--- config.mk ---
export PLATFORM = sky130hd
export DESIGN_NAME = player_motion_ctrl
export DESIGN_NICKNAME = d
export VERILOG_FILES = /design/src/rtl/player_motion_ctrl.sv
export SDC_FILE = /design/constraint.sdc
export NUM_CORES = 1
export LEC_CHECK = 0
export CORE_ASPECT_RATIO = 0.6
export CORE_UTILIZATION = 35
export CTS_CLUSTER_DIAMETER = 80
export DETAILED_ROUTE_END_ITERATION = 6
export HOLD_SLACK_MARGIN = 0.15
export PLACE_DENSITY = 0.58
export SLEW_MARGIN = 20
export SYNTH_ARGS = -nofsm -noshare
export SYNTH_HDL_FRONTEND = slang
export SYNTH_SLANG_ARGS = --single-unit
--- constraint.sdc ---
create_clock -name clk -period 8.33 [get_ports clk]
set_clock_uncertainty 0.1 [all_clocks]
set_input_delay 0.833 -clock clk [delete_from_list [all_inputs] [get_ports clk]]
set_output_delay 0.833 -clock clk [all_outputs]
set_load 0.02 [all_outputs]
--- src/rtl/player_motion_ctrl.sv ---
// Per-frame player motion controller: walk/jump/fall FSM with gravity driving sprite origin and control word.
// Optional in-air relaunch enabled by defining PLAYER_DOUBLE_JUMP_EN.
module player_motion_ctrl #(
   parameter int X_INIT   = 304,
   parameter int X_MAX    = 608,
   parameter int Y_FLOOR  = 448,
   parameter int WALK_SPD = 2,
   parameter int JUMP_V   = 10,
   parameter int GRAV     = 1,
   parameter int MAX_FALL = 8
) (
   input  logic        clk,
   input  logic        reset,
   input  logic [10:0] x,
   input  logic [10:0] y,
   input  logic        btn_left,
   input  logic        btn_right,
   input  logic        btn_jump,
   input  logic [1:0]  color_sel,
   output logic [10:0] x0,
   output logic [10:0] y0,
   output logic [4:0]  ctrl,
   output logic        airborne
);
   // state  | meaning
   // S_IDLE | on floor, not moving
   // S_WALK | on floor, moving horizontally
   // S_JUMP | rising, vy is upward speed
   // S_FALL | descending, vy is downward speed
   typedef enum logic [1:0] {S_IDLE, S_WALK, S_JUMP, S_FALL} state_t;

   localparam logic signed [11:0] WALK_D    = 12'(WALK_SPD);
   localparam logic signed [11:0] X_MAX_S   = 12'(X_MAX);
   localparam logic signed [11:0] Y_FLOOR_S = 12'(Y_FLOOR);
   localparam logic signed [11:0] JUMP_V_S  = 12'(JUMP_V);
   localparam logic [5:0]         VY_LAUNCH = 6'(JUMP_V - GRAV);
   localparam logic [5:0]         GRAV_V    = 6'(GRAV);
   localparam logic [5:0]         MAX_F_V   = 6'(MAX_FALL);

   state_t      state, nxt_state;
   logic [5:0]  vy, nxt_vy;
   logic [10:0] nxt_x0, nxt_y0;
   logic [1:0]  nxt_sid;
   logic [10:0] x_d1;
   logic        left_s1, left_s2, right_s1, right_s2;
   logic        jump_s1, jump_s2, jump_s3;
   logic        jump_req;
   logic [2:0]  ctrl_lo;
   logic [1:0]  color_q;

   logic               frame_tick, jump_edge, jump_now;
   logic signed [11:0] dir, x_sum, y_launch, y_jmp, y_fall;
   logic [10:0]        x_clamped, y_launch_c;
   logic [6:0]         vy_sum;
   logic [5:0]         vy_inc;

`ifdef PLAYER_DOUBLE_JUMP_EN
   logic air_jump_used, nxt_air_jump_used;
`endif

   assign frame_tick = (x_d1 == 11'd0) && (x == 11'd1) && (y == 11'd0);
   assign jump_edge  = jump_s2 && !jump_s3;
   // an edge landing on the tick clock is consumed by that same update
   assign jump_now   = jump_req || jump_edge;
   assign ctrl       = {color_q, ctrl_lo};

   always_comb begin
      dir = 12'sd0;
      if (right_s2 && !left_s2)
         dir = WALK_D;
      else if (left_s2 && !right_s2)
         dir = -WALK_D;

      x_sum = $signed({1'b0, x0}) + dir;
      if (x_sum < 12'sd0)
         x_clamped = 11'd0;
      else if (x_sum > X_MAX_S)
         x_clamped = X_MAX_S[10:0];
      else
         x_clamped = x_sum[10:0];

      y_launch   = $signed({1'b0, y0}) - JUMP_V_S;
      y_launch_c = (y_launch < 12'sd0) ? 11'd0 : y_launch[10:0];
      y_jmp      = $signed({1'b0, y0}) - $signed({6'b0, vy});
      vy_sum     = {1'b0, vy} + {1'b0, GRAV_V};
      vy_inc     = (vy_sum > {1'b0, MAX_F_V}) ? MAX_F_V : vy_sum[5:0];
      y_fall     = $signed({1'b0, y0}) + $signed({6'b0, vy_inc});

      nxt_state = state;
      nxt_x0    = x0;
      nxt_y0    = y0;
      nxt_vy    = vy;
`ifdef PLAYER_DOUBLE_JUMP_EN
      nxt_air_jump_used = air_jump_used;
`endif

      case (state)
         S_IDLE: begin
            if (jump_now) begin
               nxt_state = S_JUMP;
               nxt_y0    = y_launch_c;
               nxt_vy    = VY_LAUNCH;
            end else if (dir != 12'sd0) begin
               nxt_state = S_WALK;
            end
         end
         S_WALK: begin
            nxt_x0 = x_clamped;
            if (jump_now) begin
               nxt_state = S_JUMP;
               nxt_y0    = y_launch_c;
               nxt_vy    = VY_LAUNCH;
            end else if (dir == 12'sd0) begin
               nxt_state = S_IDLE;
            end
         end
         S_JUMP: begin
            nxt_x0 = x_clamped;
            if (y_jmp < 12'sd0) begin
               nxt_y0    = 11'd0;
               nxt_vy    = 6'd0;
               nxt_state = S_FALL;
            end else begin
               nxt_y0 = y_jmp[10:0];
               nxt_vy = (vy > GRAV_V) ? (vy - GRAV_V) : 6'd0;
               if (nxt_vy == 6'd0)
                  nxt_state = S_FALL;
            end
         end
         default: begin
            nxt_x0 = x_clamped;
            if (y_fall >= Y_FLOOR_S) begin
               nxt_y0    = Y_FLOOR_S[10:0];
               nxt_vy    = 6'd0;
               nxt_state = (dir != 12'sd0) ? S_WALK : S_IDLE;
`ifdef PLAYER_DOUBLE_JUMP_EN
               nxt_air_jump_used = 1'b0;
`endif
            end else begin
               nxt_y0 = y_fall[10:0];
               nxt_vy = vy_inc;
            end
         end
      endcase

`ifdef PLAYER_DOUBLE_JUMP_EN
      if ((state == S_JUMP || state == S_FALL) && jump_now && !air_jump_used) begin
         nxt_state         = S_JUMP;
         nxt_y0            = y_launch_c;
         nxt_vy            = VY_LAUNCH;
         nxt_air_jump_used = 1'b1;
      end
`endif

      case (nxt_state)
         S_JUMP:  nxt_sid = 2'd2;
         S_FALL:  nxt_sid = 2'd3;
         default: nxt_sid = 2'd0;
      endcase
   end

   always_ff @(posedge clk) begin
      if (reset) begin
         left_s1  <= 1'b0;
         left_s2  <= 1'b0;
         right_s1 <= 1'b0;
         right_s2 <= 1'b0;
         jump_s1  <= 1'b0;
         jump_s2  <= 1'b0;
         jump_s3  <= 1'b0;
         x_d1     <= 11'd0;
         jump_req <= 1'b0;
         state    <= S_IDLE;
         vy       <= 6'd0;
         x0       <= 11'(X_INIT);
         y0       <= 11'(Y_FLOOR);
         ctrl_lo  <= 3'd0;
         color_q  <= 2'd0;
         airborne <= 1'b0;
`ifdef PLAYER_DOUBLE_JUMP_EN
         air_jump_used <= 1'b0;
`endif
      end else begin
         left_s1  <= btn_left;
         left_s2  <= left_s1;
         right_s1 <= btn_right;
         right_s2 <= right_s1;
         jump_s1  <= btn_jump;
         jump_s2  <= jump_s1;
         jump_s3  <= jump_s2;
         x_d1     <= x;
         color_q  <= color_sel;
         if (frame_tick)
            jump_req <= 1'b0;
         else if (jump_edge)
            jump_req <= 1'b1;
         if (frame_tick) begin
            state    <= nxt_state;
            vy       <= nxt_vy;
            x0       <= nxt_x0;
            y0       <= nxt_y0;
            ctrl_lo  <= {nxt_state == S_WALK, nxt_sid};
            airborne <= (nxt_state == S_JUMP) || (nxt_state == S_FALL);
`ifdef PLAYER_DOUBLE_JUMP_EN
            air_jump_used <= nxt_air_jump_used;
`endif
         end
      end
   end
endmodule

After elaboration in Yosys (flattened, before gate mapping)
Cells that the tools add are included.
{"block": "op_classes", "n_addsub": 6, "magnitude_cmp": 7, "n_eq_ne": 7, "n_mux": 25, "n_bitwise": 1, "reduce_logical": 20}
{"cell": "$mux 11", "n": 6}
{"cell": "$lt 12x1->1 const B", "n": 3}
{"cell": "$mux 6", "n": 5}
{"cell": "$mux 12", "n": 2}
{"cell": "$logic_not 11->1", "n": 2}
{"cell": "$pmux 11 s2", "n": 1}
{"cell": "$mux 2", "n": 7}
{"cell": "$add 11x6->12", "n": 1}
{"cell": "$add 12x12->12", "n": 1}
{"cell": "$ge 12x10->1 const B", "n": 1}
{"cell": "$gt 12x11->1 const B", "n": 1}
{"cell": "$logic_not 12->1", "n": 1}
{"cell": "$pmux 6 s2", "n": 1}
{"cell": "$reduce_bool 12->1", "n": 1}
{"cell": "$sub 11x4->12 const B", "n": 1}
{"cell": "$sub 11x6->12", "n": 1}
{"cell": "$eq 11x1->1 const B", "n": 1}
{"cell": "$add 6x1->7 const B", "n": 1}
{"cell": "$gt 7x4->1 const B", "n": 1}
{"cell": "$eq 2x2->1 const B", "n": 3}
{"cell": "$gt 6x1->1 const B", "n": 1}
{"cell": "$logic_not 6->1", "n": 1}
{"cell": "$pmux 2 s3", "n": 1}
{"cell": "$sub 6x1->6 const B", "n": 1}
{"cell": "11 further kinds", "n": 21}
{"block": "totals", "reg_bits": 55, "input_bits": 29, "output_inout_bits": 28, "elab_cells": 82}

Depth between registers and ports, before layout
Gate-level depths: netlist of the first run.
{"block": "depth", "depth_word": 10, "mapped_depth": 16, "depth_no_buf": 15}

Worst setup path before layout of the first run
Ideal clock, no wire load.
{"block": "synth_timing", "path_kind": "reg2reg", "start": "register vy[0]", "end": "register ctrl_lo[2]", "arrival_ns": 3.246, "t_required_ns": 8.111, "setup_slack_ns": 4.865, "path_stages_with_launch": 17, "synth_period_minus_slack_ns": 3.465, "cell_sequence": "dfxtp_1 -> clkbuf_1 -> nand2_1 -> nor3_1 -> o211ai_1 -> o31ai_1 -> and3_1 -> inv_1 -> fa_1 -> nand2b_1 -> a21oi_1 -> nor2_1 -> a221o_1 -> or3_1 -> o211ai_1 -> or3b_1 -> o21ai_1"}
{"block": "synth_between", "elab_chain_len": 8, "word_cells_on_any_way": 16}
{"item": "start, declared", "line_no": "41", "source": "logic [5:0] vy, nxt_vy;"}
{"item": "start signal, assigned", "line_no": "199", "source": "vy <= nxt_vy;"}
{"item": "$add 6x1->7", "line_no": "85", "source": "vy_sum = {1'b0, vy} + {1'b0, GRAV_V};"}
{"item": "$gt 7x4->1", "line_no": "86", "source": "vy_inc = (vy_sum > {1'b0, MAX_F_V}) ? MAX_F_V : vy_sum[5:0];"}
{"item": "$mux 6", "line_no": "86"}
{"item": "$add 11x6->12", "line_no": "87", "source": "y_fall = $signed({1'b0, y0}) + $signed({6'b0, vy_inc});"}
{"item": "$ge 12x10->1", "line_no": "132", "source": "if (y_fall >= Y_FLOOR_S) begin"}
{"item": "$mux 2", "line_no": "132"}
{"item": "$pmux 2 s3 (*)", "line_no": "97", "source": "case (state)"}
{"item": "$eq 2x1->1 (*)", "line_no": "202", "source": "ctrl_lo <= {nxt_state == S_WALK, nxt_sid};"}
{"item": "end signal, assigned", "line_no": "202"}
{"item": "end, declared", "line_no": "48", "source": "logic [2:0] ctrl_lo;"}
Every way passes the cells marked *; elsewhere a longest branch is shown, timed or not.
A chain may end at the register's enable or synchronous reset.

Worst setup path after layout of the first run
{"block": "layout_timing", "start": "register vy[0]", "end": "register y0[2]"}
{"block": "layout_between", "elab_chain_len": 7, "word_cells_on_any_way": 10}
{"item": "$add 6x1->7", "line_no": "85"}
{"item": "$gt 7x4->1", "line_no": "86"}
{"item": "$mux 6", "line_no": "86"}
{"item": "$add 11x6->12", "line_no": "87"}
{"item": "$ge 12x10->1", "line_no": "132"}
{"item": "$mux 11", "line_no": "132"}
{"item": "$pmux 11 s2 (*)", "line_no": "97"}
{"item": "end signal, assigned", "line_no": "176", "source": "y0 <= 11'(Y_FLOOR);"}
{"item": "end signal, assigned", "line_no": "201", "source": "y0 <= nxt_y0;"}
{"item": "end, declared", "line_no": "21", "source": "output logic [10:0] y0,"}
Marked as above.

==> flow_summary_export.csv, run 1 <==
group,metric,value,unit
synthesis,syn_inst,470,
floorplan,start_util,37.0,%
synthesis,synth_seq_area_share,28.2,%
global_routing,grt_max_degree,55,
sta,setup-violations-final,0,
setup_path,cp_common_cell,"and3_1",
setup_path,cp-start-kind,"flip-flop",
final_layout,multiInputGateArea,2520,sq um
synthesis,synth_top_family_by_area,"compound AO/OA/AOI/OAI gates",
setup_path,slowest_delay,630,ps
detailed_routing,finalWirelength,11.1,mm
sta,fmax,245,MHz
placed_design,numPortBuffers,55,
sta,worstMarginPinSlew,867,ps
synthesis,syn_avg_cell_area,8.01,sq um
global_routing,grt_pass1_wl,18.2,mm
final_layout,area_growth,21.0,%
sta,hold_viol,0,
synthesis,synth_edf_count,0,
clock_tree,clkSlewWorstSetupHoldPaths,80,ps
floorplan,die_x,136,microns
global_routing,antenna_found_initial,0,
synthesis,synthXorXnorAreaFrac,5.75,%
power,powerDensity,116,nW/um^2
global_routing,grt_util_all_layers,21.4,%
clock_tree,root_buffer,"clkbuf_16",
detailed_routing,first_iter_violations,339,
sta,fin_ws,4240,ps
synthesis,synthAdderAreaFrac,10.6,%
detailed_routing,firstDrtPassIters,5,
clock_tree,cts_tree,"yes",
final_layout,n_antenna_cell,0,
global_routing,grt_overflow,0,
floorplan,rows,28,
synthesis,ys_async_sr_fraction,0,%
placed_design,pre_cts_ws,4330,ps
worst_hold_path,hold_path.class,"reg2reg",
setup_path,arrival,4150,ps
detailed_routing,wl_per_cell,17.1,microns
final_layout,seq_area,1060,sq um
synthesis,ys_types,64,
final_layout,fin_nets,573,
detailed_routing,route.vias.total,3594,
sta,slew_violations,0,
final_layout,post_route_cells_drive_above_1_share,6.21,%
job,maxCapViolations,0,
setup_path,timing.rr.end,"y0[2]",
status,status,"finished clean",
setup_path,rr_startpoint,"vy[0]",
clock_tree,cts_resized,0,
synthesis,synth_top_flop_cell,"dfxtp_1",
detailed_routing,drc,0,
sta,fin_crit,4090,ps
setup_path,ff2ff_path_depth,15,
power,peakVddDrop,0.0000781,V
final_layout,fillers,1059,
synthesis,synth_compound_area_share,25.2,%
synthesis,synth.cell_area,3760,sq um
clock_tree,htree_levels,2,
sta,worst_hold_slack,344,ps
clock_tree,ctsHoldBuffers,0,
setup_path,cp-startpoint,"vy[0]",
final_layout,layout_common_cells,"clkdlybuf4s50_1 (54), dfxtp_1 (53), nor2_1 (38)",
clock_tree,clk_path_buf_depth,2,
detailed_routing,ant_nets,0,
synthesis,synthSimpleGateAreaFrac,24.8,%
clock_tree,postCtsSetupRepairBufs,0,
sta,relSlewSlack,41.9,%
setup_path,crit_chain,"ha_1 > and3_1 > o211ai_1 > o31ai_1 > and3_1 > inv_1 > fa_1 > nand2b_1 > a21oi_1 > nor2_1 > a221o_1 > o21bai_4 > nor2_4 > a221oi_1 > a211oi_1",
placed_design,gp_congestion,0.860,
placed_design,dpl_cell_area,4400,sq um
clock_tree,cts_buffers,5,
placed_design,dpl.hpwl,8.60,mm
floorplan,die_h,82.3,microns
clock_tree,clock_sinks,53,
setup_path,cp_slowest_cell,"dfxtp_1",
final_layout,post-route-cell-area,4550,sq um
synthesis,yosysWarnings,0,
global_routing,grt_pass1_vias,3377,
power,total_leakage_power,1.63,nW
floorplan,die_area,11200,sq um
synthesis,synth-seq-cells,53,
sta,period_share,49.1,%
setup_path,critPathMaxFanout,13,
clock_tree,clk_latency,300,ps
sta,rsz0062_at_grt,"no",
floorplan,pin_count,57,
setup_path,end_kind,"flip-flop",
setup_path,endpoint,"y0[2]",
setup_path,worstSetupPathType,"reg2reg",
power,p_total,0.530,mW
final_layout,final_common_cell,"clkdlybuf4s50_1",
detailed_routing,post_drt_via_cell_ratio,5.53,
setup_path,required,8390,ps
floorplan,core,10200,sq um
sta,finalSetupTns,0,ps
setup_path,r2r_setup_slack,4240,ps
synthesis,synth.area.mux_share,0.266,%
[critical path, delay by kind of cell (launching register included)]
family | cells | cell delay, ps
fa+ha+maj | 2 | 750
simple gates | 5 | 870
buf+inv | 1 | 70
compound gates | 7 | 1500
flops | 1 | 630
[power by group]
part	switching, mW	total (mW)	leakage [nW]	internal [mW]
Combinational	0.0222	0.0457	1.12	0.0236
Clock	0.109	0.224	0.0763	0.116
Sequential	0.00138	0.260	0.432	0.258
Total	0.132	0.530	1.63	0.397
[state kept, by name, indices dropped and copies added, names as in the netlist, 2 cells and up]
register and cells:
ctrl_lo 2, y0 11, x_d1 11, vy 6
x0 10, color_q 2, state 2
[worst min-delay path by stage]
stage                         from       end  slack (ps)  depth (start not counted)
after floorplan            jump_s1   jump_s2         310                          1
after global placement     jump_s1   jump_s2         320                          1
after detailed placement  right_s1  right_s2         330                          1
after CTS                 right_s1  right_s2         350                          1
after global routing      right_s1  right_s2         360                          1
final                     right_s1  right_s2         340                          1
[metal layers]
metal | wire (microns) | up-vias | track usage (%)
met1 | 6040 | 1694 | 32.8
met4 | 90 | 0 | 4.67
met2 | 4090 | 113 | 29.4
li1 | - | 1779 | -
met3 | 857 | 8 | 5.07
met5 | 0 | - | 0
[through the flow]
step                      instances  util, %
after floorplan                 472        -
after global placement          642     43.3
after detailed placement        642     43.3
after CTS                       650     44.8
after global routing            650     44.8
final                           650     44.8
[final cells by class]
| class | instances | share of cell area (%) |
|---|---|---|
| inverters | 26 | 2.14 |
| clock inverters | 3 | 0.632 |
| multi-input cells | 372 | 55.3 |
| well taps | 135 | 3.71 |
| flip-flops and latches | 53 | 23.3 |
| repair buffers | 56 | 12.1 |
| clock buffers | 5 | 2.75 |
[kinds of logic after synthesis]
group,count (synthesis)
compound gates,142
xor+xnor,23
fa+ha+maj,30
buf+inv,47
flops,53
mux,1
other cells,1
simple gates,173
[cell usage after synthesis, types with 3 or more instances]
cell type	n	area [sq um]
a31oi_1	5	31.3
nand3_1	7	35.0
fa_1	3	60.1
xor2_1	7	61.3
o211ai_1	7	52.6
o31ai_2	4	50.1
nor3_1	9	45.0
or3_1	11	68.8
o21a_1	7	52.6
o31a_1	3	26.3
ha_1	27	338
and2_1	7	43.8
a21o_1	6	45.0
dfxtp_1	53	1060
nor3b_1	3	22.5
nor2b_1	25	156
o21ai_1	8	40.0
nand2_1	36	135
buf_2	3	15.0
clkbuf_1	15	56.3
nand2b_1	8	50.1
a311oi_1	3	26.3
or2_2	3	18.8
a211oi_1	7	52.6
nor2_1	38	143
a21oi_1	37	185
xnor2_1	14	123
nor4_1	10	62.6
o21ai_0	28	140
a41oi_1	3	26.3
inv_1	25	93.8
nand4_1	4	25.0
buf_4	3	22.5
a221oi_1	3	26.3
(Power assumes the default switching activity.)
==> run 2: changes to the inputs <==
PLACE_DENSITY = 0.6   (was 0.58)
clock period = 3.7 ns   (was 8.33 ns; I/O delays follow)
==> flow_summary_export.csv, run 2 (synthesis results as in run 1) <==
group,metric,value,unit
detailed_routing,ant_nets,0,
final_layout,layout_common_cells,"clkdlybuf4s50_1 (54), dfxtp_1 (53), nor2_1 (38)",
setup_path,cp-start-kind,"flip-flop",
placed_design,dpl.hpwl,7.97,mm
job,maxCapViolations,0,
sta,finalSetupTns,0,ps
final_layout,instances_no_fill,663,
setup_path,critPathMaxFanout,9,
final_layout,area_growth,25.0,%
power,powerDensity,251,nW/um^2
floorplan,pin_count,57,
clock_tree,root_buffer,"clkbuf_16",
final_layout,n_antenna_cell,0,
sta,period_share,95.2,%
placed_design,numPortBuffers,55,
clock_tree,clk_path_buf_depth,2,
final_layout,fillers,985,
global_routing,grt_pass1_vias,3226,
detailed_routing,firstDrtPassIters,5,
clock_tree,clk_latency,300,ps
setup_path,worstSetupPathType,"reg2reg",
global_routing,antenna_found_initial,0,
sta,hold_viol,0,
worst_hold_path,hold_path.class,"reg2reg",
clock_tree,htree_levels,2,
detailed_routing,finalWirelength,10.4,mm
detailed_routing,drc,0,
final_layout,final_common_cell,"clkdlybuf4s50_1",
clock_tree,cts_tree,"yes",
clock_tree,ctsHoldBuffers,0,
power,p_total,1.18,mW
sta,setup-violations-final,0,
floorplan,start_util,37.0,%
sta,worstMarginPinSlew,847,ps
sta,fin_crit,3520,ps
power,total_leakage_power,1.71,nW
global_routing,grt_overflow,0,
floorplan,rows,28,
floorplan,die_area,11200,sq um
detailed_routing,post_drt_via_cell_ratio,5.48,
global_routing,grt_util_all_layers,19.2,%
detailed_routing,wl_per_cell,15.8,microns
power,peakVddDrop,0.000185,V
setup_path,required,3790,ps
placed_design,pre_cts_ws,36.0,ps
sta,fin_ws,178,ps
setup_path,end_kind,"flip-flop",
detailed_routing,route.vias.total,3632,
clock_tree,clkSlewWorstSetupHoldPaths,80,ps
floorplan,die_h,82.3,microns
final_layout,biggestRegsByFlops,"x_d1 x11, y0 x11, x0 x10",
final_layout,fin_nets,586,
floorplan,die_x,136,microns
placed_design,gp_congestion,0.934,
status,status,"finished clean",
detailed_routing,first_iter_violations,235,
floorplan,core,10200,sq um
clock_tree,cts_buffers,5,
placed_design,dp.cells,653,
sta,relSlewSlack,43.5,%
clock_tree,clock_sinks,53,
final_layout,post_route_cells_drive_above_1_share,9.85,%
setup_path,arrival,3610,ps
global_routing,grt_pass1_wl,16.5,mm
global_routing,grt_max_degree,32,
sta,fmax,284,MHz
sta,slew_violations,0,
[run 2: changes by cell type in the layout (fill, tap and decap cells not counted), sizes merged]
cell | before | now
buf | 2 | 14
nor2 | 40 | 41
[run 2: final timing paths]
kind | startpoint | to | slack [ps] | cells after the start
worst max-delay path | vy[0] | y0[8] | 180 | 15
worst min-delay path | jump_s1 | jump_s2 | 340 | 1
worst max register to register | vy[0] | y0[8] | 180 | 15
worst min register to register | jump_s1 | jump_s2 | 340 | 1
[run 2: where the power goes]
part | switching (mW) | internal, mW | total, mW
Combinational | 0.0480 | 0.0535 | 0.102
Clock | 0.234 | 0.260 | 0.494
Sequential | 0.00286 | 0.581 | 0.584
[run 2: metal layers]
| layer | track usage, % | share of wire (%) | vias to the layer above |
|---|---|---|---|
| met5 | 0 | 0 | - |
| met4 | 3.44 | 0.79 | 0 |
| met3 | 6.29 | 8.6 | 8 |
| met2 | 25.7 | 37 | 142 |
| met1 | 29.1 | 53 | 1679 |
| li1 | - | - | 1803 |
[run 2: repair_timing]
item                                    4_1_cts  5_1_grt
gates resized for setup                       0       10
endpoints found under the setup margin        0       19
setup buffers                                 0        1
[run 2: critical path, cell delays in order, from the launching register on]
cell and delay [ps]:
dfxtp_1 350, buf_4 170, nand2_1 110, and3_1 200
o211ai_1 170, o31ai_1 90, and3_1 200, ha_1 270
a21o_1 200, a41oi_1 270, o21ai_2 180, mux2i_2 330
o21bai_4 130, nor2_2 280, a41oi_2 170, o32a_1 200
[run 2: per-stage QoR]
step	hold WS, ps	util (%)	instance area, sq um
floorplan	314	-	3770
global placement	323	44.1	4480
detailed placement	328	44.1	4480
CTS	345	45.6	4640
global route	365	46.3	4700
finish	342	46.3	4700
[run 2: cell type report]
type	count	area [sq um]	area share (%)
Inverter	26	97.6	2.07
Clock buffer	5	125	2.66
Multi-Input combinational cell	373	2580	54.8
Sequential cell	53	1060	22.6
Clock inverter	3	28.8	0.612
Tap cell	135	169	3.59
Timing Repair Buffer	68	643	13.7
==> run 3: changes to the inputs <==
CORE_UTILIZATION = 43   (was 35)
PLACE_DENSITY = 0.7   (was 0.6)
==> flow_summary_export.csv, run 3 (synthesis results as in run 1) <==
group,metric,value,unit
status,status,"finished clean",
global_routing,antenna_found_initial,1,
worst_hold_path,holdPathEnd,"right_s2",
clock_tree,clk_path_buf_depth,2,
final_layout,instances_no_fill,639,
sta,relSlewSlack,31.9,%
setup_path,rr_startpoint,"vy[0]",
power,pwr-share-clk,42.2,%
setup_path,cp-start-kind,"flip-flop",
global_routing,grt_overflow,0,
placed_design,pre_cts_ws,-158,ps
detailed_routing,drc,0,
detailed_routing,first_iter_violations,285,
clock_tree,clkSlewWorstSetupHoldPaths,80,ps
detailed_routing,route.vias.total,3678,
floorplan,start_util,44.3,%
floorplan,die_h,74.5,microns
floorplan,rows,26,
sta,rsz0062_at_grt,"no",
clock_tree,clk_latency,300,ps
worst_hold_path,hold_path.class,"reg2reg",
clock_tree,cts_tree,"yes",
global_routing,grt_util_all_layers,23.3,%
power,powerDensity,253,nW/um^2
power,peakVddDrop,0.000203,V
job,maxCapViolations,0,
setup_path,end_kind,"flip-flop",
placed_design,dp.cells,629,
setup_path,critPathTopFamily,"compound AO/OA/AOI/OAI gates",
floorplan,die_area,9140,sq um
sta,worst_hold_slack,337,ps
clock_tree,root_buffer,"clkbuf_16",
floorplan,die_x,123,microns
detailed_routing,wl_per_cell,16.0,microns
placed_design,numPortBuffers,55,
final_layout,post_route_cells_drive_above_1_share,11.0,%
setup_path,critPathMaxFanout,7,
setup_path,cp_num_buf_inv,1,
final_layout,area_growth,24.6,%
global_routing,grt_max_degree,55,
setup_path,slowest_delay,380,ps
setup_path,ff2ff_path_depth,15,
power,combPwrFrac,8.5,%
setup_path,arrival,3560,ps
final_layout,final_common_cell,"clkdlybuf4s50_1",
sta,period_share,95.2,%
power,seqPwrFrac,49.3,%
setup_path,crit_chain,"buf_6 > nand2_2 > and3_1 > o211ai_1 > o31ai_1 > and3_1 > ha_1 > a21o_1 > nand3_1 > a211o_1 > a221o_1 > o21bai_4 > nor2_4 > a221oi_2 > a211oi_1",
setup_path,r2r_setup_slack,180,ps
detailed_routing,post_drt_via_cell_ratio,5.76,
floorplan,core,8490,sq um
sta,hold_viol,0,
setup_path,worstSetupPathType,"reg2reg",
power,total_leakage_power,1.71,nW
global_routing,grt_pass1_wl,16.3,mm
power,switchingPower,0.291,mW
setup_path,required,3740,ps
setup_path,timing.rr.end,"y0[2]",
clock_tree,htree_levels,2,
final_layout,biggestRegsByFlops,"x_d1 x11, y0 x11, x0 x10",
detailed_routing,ant_nets,0,
detailed_routing,finalWirelength,10.2,mm
final_layout,layout_common_cells,"clkdlybuf4s50_1 (54), dfxtp_1 (50), nor2_1 (38)",
final_layout,fin_nets,585,
sta,fmax,284,MHz
sta,worstMarginPinSlew,1020,ps
placed_design,gp_congestion,0.901,
sta,setup-violations-final,0,
clock_tree,clock_sinks,53,
setup_path,cp_common_cell,"and3_1",
floorplan,pin_count,57,
power,switching_share,24.5,%
sta,fin_crit,3520,ps
worst_hold_path,worstHoldPathCells,1,
clock_tree,cts_buffers,5,
detailed_routing,firstDrtPassIters,4,
global_routing,grt_pass1_vias,3219,
setup_path,cp_slowest_cell,"a221o_1",
worst_hold_path,min-delay-start,"right_s1",
power,intPower,0.894,mW
sta,slew_violations,0,
final_layout,n_antenna_cell,0,
sta,fin_ws,179,ps
placed_design,dpl.hpwl,7.77,mm
## run 3: worst max path at each step
| stage | startpoint | to | depth (start not counted) |
|---|---|---|---|
| floorplan | vy[0] | ctrl_lo[2] | 16 |
| global placement | vy[1] | y0[8] | 15 |
| detailed placement | vy[1] | y0[2] | 15 |
| CTS | vy[1] | y0[2] | 15 |
| global route | vy[0] | y0[2] | 15 |
| finish | vy[0] | y0[2] | 15 |
## run 3: area by class of cell
| class | count | area (sq um) |
|---|---|---|
| fillers | 790 | 3800 |
| multi-input cells | 373 | 2590 |
| flip-flops and latches | 53 | 1060 |
| repair buffers | 67 | 639 |
| well taps | 112 | 140 |
| clock buffers | 5 | 125 |
| inverters | 26 | 97.6 |
| clock inverters | 3 | 28.8 |
## run 3: power by group through the flow
| stage | Sequential, mW | Combinational [mW] | Clock, mW |
|---|---|---|---|
| floorplan | 0.598 | 0.0552 | 0 |
| global placement | 0.597 | 0.0986 | 0 |
| detailed placement | 0.598 | 0.100 | 0 |
| CTS | 0.584 | 0.101 | 0.505 |
| global route | 0.585 | 0.111 | 0.526 |
| finish | 0.584 | 0.101 | 0.500 |
## run 3: routing by layer
metal | vias to the layer above | routed length (microns) | track usage, %
met2 | 154 | 4070 | 34.0
li1 | 1810 | - | -
met4 | 0 | 116 | 3.93
met3 | 14 | 859 | 5.67
met5 | - | 0 | 0
met1 | 1700 | 5190 | 34.8
## run 3: metrics by stage
stage          util (%)  area, sq um  total power [mW]  TNS [ps]
2_1_floorplan         -         3770             0.654         0
3_3_place_gp       52.4         4450             0.696         0
3_5_place_dp       52.4         4450             0.698      -746
4_1_cts            54.3         4610              1.19         0
5_1_grt            55.2         4690              1.22         0
6_report           55.2         4690              1.19         0
## run 3: what timing repair did
action,4_1_cts,5_1_grt
buffers inserted,1,0
setup endpoints to repair,11,15
pin swaps,0,8
hold buffers,0,0
gates resized for setup,4,14
gates cloned,0,1
## run 3: worst register-to-register path: stages (launching register included)
cell and delay [ps]:
dfxtp_2 370, buf_6 140, nand2_2 70, and3_1 180, o211ai_1 170, o31ai_1 110, and3_1 210, ha_1 280
a21o_1 160, nand3_1 110, a211o_1 310, a221o_1 380, o21bai_4 280, nor2_4 110, a221oi_2 290, a211oi_1 90
